## src/rtl/ascon_perm_round_seq.sv

```systemverilog
// Iterative ASCON permutation: two rounds per clock over a 320-bit state register,
// with round count selected at start (12, 8 or 6 rounds) and a one-cycle done pulse.
module ascon_perm_round_seq (
  input  logic         clk,
  input  logic         rst_n,
  input  logic         start,
  input  logic [1:0]   rounds_sel,
  input  logic [319:0] state_in,
  output logic [319:0] state_out,
  output logic [2:0]   loop_num,
  output logic         busy,
  output logic         done
);

  typedef enum logic {IDLE, RUN} fsm_t;

  fsm_t         st, st_n;
  logic [319:0] state_q, state_n;
  logic [2:0]   loop_q, loop_n;
  logic         done_q, done_n;
  logic [319:0] even_p0, odd_p1;

  function automatic logic [63:0] ror64(input logic [63:0] v, input logic [6:0] n);
    return (v >> n) | (v << (7'd64 - n));
  endfunction

  function automatic logic [7:0] even_const(input logic [2:0] k);
    case (k)
      3'd0:    return 8'hf0;
      3'd1:    return 8'hd2;
      3'd2:    return 8'hb4;
      3'd3:    return 8'h96;
      3'd4:    return 8'h78;
      3'd5:    return 8'h5a;
      default: return 8'h00;
    endcase
  endfunction

  function automatic logic [7:0] odd_const(input logic [2:0] k);
    case (k)
      3'd0:    return 8'he1;
      3'd1:    return 8'hc3;
      3'd2:    return 8'ha5;
      3'd3:    return 8'h87;
      3'd4:    return 8'h69;
      3'd5:    return 8'h4b;
      default: return 8'h00;
    endcase
  endfunction

  function automatic logic [319:0] ascon_round(input logic [319:0] s, input logic [7:0] rc);
    logic [63:0] x0, x1, x2, x3, x4, t0, t1, t2, t3, t4;
    x0 = s[319:256];
    x1 = s[255:192];
    x2 = s[191:128] ^ {56'd0, rc};
    x3 = s[127:64];
    x4 = s[63:0];
    x0 = x0 ^ x4; x4 = x4 ^ x3; x2 = x2 ^ x1;
    t0 = ~x0 & x1; t1 = ~x1 & x2; t2 = ~x2 & x3; t3 = ~x3 & x4; t4 = ~x4 & x0;
    x0 = x0 ^ t1; x1 = x1 ^ t2; x2 = x2 ^ t3; x3 = x3 ^ t4; x4 = x4 ^ t0;
    x1 = x1 ^ x0; x0 = x0 ^ x4; x3 = x3 ^ x2; x2 = ~x2;
    x0 = x0 ^ ror64(x0, 7'd19) ^ ror64(x0, 7'd28);
    x1 = x1 ^ ror64(x1, 7'd61) ^ ror64(x1, 7'd39);
    x2 = x2 ^ ror64(x2, 7'd1)  ^ ror64(x2, 7'd6);
    x3 = x3 ^ ror64(x3, 7'd10) ^ ror64(x3, 7'd17);
    x4 = x4 ^ ror64(x4, 7'd7)  ^ ror64(x4, 7'd41);
    return {x0, x1, x2, x3, x4};
  endfunction

  function automatic logic [2:0] first_loop(input logic [1:0] sel);
    case (sel)
      2'b01:   return 3'd2;
      2'b10:   return 3'd3;
      default: return 3'd0;
    endcase
  endfunction

  // even-constant round, then odd-constant round, both in one cycle
  assign even_p0 = ascon_round(state_q, even_const(loop_q));
  assign odd_p1  = ascon_round(even_p0, odd_const(loop_q));

  always_comb begin
    st_n    = st;
    state_n = state_q;
    loop_n  = loop_q;
    done_n  = 1'b0;
    case (st)
      IDLE: begin
        if (start) begin
          state_n = state_in;
          loop_n  = first_loop(rounds_sel);
          st_n    = RUN;
        end
      end
      RUN: begin
        state_n = odd_p1;
        if (loop_q == 3'd5) begin
          loop_n = 3'd0;
          done_n = 1'b1;
          st_n   = IDLE;
        end else begin
          loop_n = loop_q + 3'd1;
        end
      end
      default: st_n = IDLE;
    endcase
  end

  always_ff @(posedge clk or negedge rst_n) begin
    if (!rst_n) begin
      st      <= IDLE;
      state_q <= '0;
      loop_q  <= '0;
      done_q  <= 1'b0;
    end else begin
      st      <= st_n;
      state_q <= state_n;
      loop_q  <= loop_n;
      done_q  <= done_n;
    end
  end

  assign state_out = state_q;
  assign loop_num  = loop_q;
  assign busy      = (st == RUN);
  assign done      = done_q;

endmodule

```

## config.mk

```make
export PLATFORM = sky130hd
export DESIGN_NAME = ascon_perm_round_seq
export DESIGN_NICKNAME = d
export VERILOG_FILES = /design/src/rtl/ascon_perm_round_seq.sv
export SDC_FILE = /design/constraint.sdc
export NUM_CORES = 2
export LEC_CHECK = 0
export BUFFER_PORTS_ARGS = -buffer_cell sky130_fd_sc_hd__buf_2
export CELL_PAD_IN_SITES_DETAIL_PLACEMENT = 0
export CELL_PAD_IN_SITES_GLOBAL_PLACEMENT = 1
export CORE_ASPECT_RATIO = 1.1
export CORE_MARGIN = 5
export CORE_UTILIZATION = 38
export CTS_CLUSTER_DIAMETER = 100
export DETAILED_ROUTE_END_ITERATION = 10
export GPL_TIMING_DRIVEN = 1
export PLACE_DENSITY = 0.79
export SETUP_SLACK_MARGIN = 0.2
export SYNTH_ARGS = -nofsm -noshare
export SYNTH_HDL_FRONTEND = slang
export SYNTH_SLANG_ARGS = --single-unit
```

## constraint.sdc

```tcl
create_clock -name clk -period 7.05 [get_ports clk]
set_input_delay 0 -clock clk [delete_from_list [all_inputs] [get_ports clk]]
set_output_delay 0 -clock clk [all_outputs]
set_load 0.05 [all_outputs]
```

==> reports/results.txt <==
Die Area: 127000 µm²
Worst R2R Start: loop_num[1]
core area: 119000 µm²
IO buf count: 649
Mapped Cells: 4428
Starting Density: 38.2%
Hold Crit Class: input port to flip-flop
Mapped Avg Cell Area: 10.3 µm²
beginning of the critical path: loop_num[1]
relative slew slack: -1.38%
Required @ worst endpoint: 7.58 ns
# DRC: 0
Top Ports: 650
CTS tree: done
Yosys top cell by area: xnor3_1
most numerous cell in the Yosys netlist: xnor2_1
Final Max Slew Viols: 5
clock buffer count from CTS: 48
most used cell, CP: xnor2_1
Final Hold Vio Count: 0
f_max: 156 MHz
WP buf/inv: 2
post-synthesis register bit count: 325
post-synthesis cell type count: 42
CP Depth: 16
layout overhead on the synthesized area: 27.2%
YS warnings: 0
# rows: 133
Root Driver: clkbuf_16
vias in the first global route: 40208
final setup violation count: 0
chip width: 341 µm
Skew-Pair Late Insertion Delay: 0.67 ns
total number of vias: 42071
Post-synth EDFFs: 0
Pre-Repair DR Iteration Count: 5
post-synth top area share: 21.0%
Final HPWL DP: 264 mm
clock-pin slew on the worst setup and hold paths: 0.07 ns
r2r setup slk: 0.63 ns
startpoint types: flip-flop
CP cell instances: and2_1 -> ha_1 -> or3_1 -> and2_1 -> ha_1 -> xnor2_1 -> xnor2_1 -> buf_4 -> xnor3_1 -> inv_1 -> ha_1 -> xnor2_1 -> xnor2_1 -> xnor2_1 -> xnor2_1 -> a21oi_1
crit path time final: 6.42 ns
total grt overflow: 0
final setup skew: 0.0217 ns
outcome: finished with violations
vias per cell: 5.87
Reg2Reg Depth: 16
Post-synth top flop: dfrtp_1
CP Max Fanout: 11
crit path to: state_out[103]
Critical Path Max Stage Delay: 1.17 ns
Post-synth top cells: xnor2_1, xnor3_1, xor2_1
setup TNS: 0 ns
CTS max path bufs: 3
WP data arrival: 6.95 ns
WL final: 309 mm
Worst path top cell family by delay: XOR/XNOR gates
CP Capture Type: flip-flop
cts repair resizes: 0
Worst Max-Slew Pin Slew: 1.51 ns
initial antenna violation count: 43
placed insts: 6736
Max-Cap Viols: 2
largest net degree at the start of global routing: 158
Cell Area, Placed: 53100 µm²
Synth area leaders: xnor3_1, xnor2_1, dfrtp_1
layout cells sized above 1: 20.5%
Antenna Nets Post-Route: 0
post-layout util: 48.6%
Avg WL per Cell: 43.2 µm
worst r2r dst: state_out[103]
clock sink count: 325
syn nets: 5007
Final Cycle Share: 91.0%
post-layout net count: 6139
DR iter-0 viols: 5439
first-pass GRT wire length: 394 mm
Die Y: 374 µm
Worst path slowest cell: xnor2_1
Seq/Total Area, Yosys: 17.8%
Post-Syn Area: 45700 µm²
FFs w/ async S/R, synth: 100%
WS Path Type: flip-flop to flip-flop
RD Place Congestion: 1.20
Design Area, Final: 58100 µm²
Fillers: 10983
RSZ-0062 raised after global routing: false
Tot GR Track Use: 46.9%
failing checks: max-capacitance violations, max-slew violations
Non-Filler Instances: 7165
Max H-tree Level: 2
==> layer usage <==
metal	routed length, µm	up-vias	global-route usage, %
li1	-	17090	-
met1	114000	21203	56.3
met2	131000	2905	69.8
met3	32700	843	13.9
met4	32300	30	37.9
met5	179	-	0
==> repair_timing <==
item / CTS / global route
hold buffers: 326 / 0
endpoints found under the hold margin: 416 / 0
setup buffers: 0 / 0
setup endpoints to repair: 0 / 0
==> worst min path at each step <==
stage,from,to,slack [ns],cells after the start
2_1_floorplan,rst_n,busy,-0.30,0
3_3_place_gp,rst_n,state_out[236],0.05,1
3_5_place_dp,rst_n,state_out[171],0.06,1
4_1_cts,start,state_out[167],0.006,3
5_1_grt,start,state_out[172],0.06,3
6_report,start,state_out[172],0.02,3
==> layout by cell type, fill, tap and decap left out, drive strengths merged <==
cell and instances:
o21ai 73, diode 15, xor3 11, clkinv 5, inv 319, and2 4, clkinvlp 2, or2 1
or3 3, nand2 253, xor2 370, and3 2, nor3b 1, buf 888, o311ai 1, a21o 18
o31ai 1, nand2b 4, mux2 7, dfrtp 325, a21oi 227, clkbuf 65, o221ai 1, dlygate4sd3 325
xnor2 1084, xnor3 426, bufinv 6, a31oi 2, nor2 207, a21boi 1, a211oi 215, maj3 112
mux2i 253, nor2b 132, ha 254
==> registers in the layout, indices dropped and copies added, names as in the netlist <==
signal,cells
state_out,320
loop_num,3
done,1
busy,1
==> tightest hold or removal path: stages <==
cell and delay, ns:
buf_8 0.31, mux2i_1 0.24, o21ai_0 0.08
==> cells by family after synthesis <==
| logic type | count (synthesis) | share of synthesized area [%] |
|---|---|---|
| AOI/OAI and AO/OA | 539 | 7.26 |
| buffers and inverters | 440 | 3.63 |
| DFF | 325 | 17.8 |
| and+or+nand+nor | 607 | 5.81 |
| adders and majority gates | 366 | 9.41 |
| xor gates and xnor gates | 1891 | 50.4 |
| muxes | 260 | 5.72 |
==> final cells by class <==
cell class	instances	area (µm²)	area share, %
clock inverter	23	314	0.540
sequential	325	8140	14.0
clock buffer	65	1380	2.37
multi-input combinational	3663	36700	63.2
inverter	309	1160	2.00
timing repair buffer	1213	8440	14.5
antenna	15	37.5	0.0646
tap	1552	1940	3.34
==> per-stage QoR <==
step	hold slack [ns]	setup slack, ns
6_report	0.0185	0.633
5_1_grt	0.0583	0.754
4_1_cts	0.00629	0.808
3_5_place_dp	0.0552	0.844
3_3_place_gp	0.0537	0.541
2_1_floorplan	-0.296	2.50
Power is not shown: default switching activity piles up to over one toggle a cycle in this logic, so the estimate is an artifact.
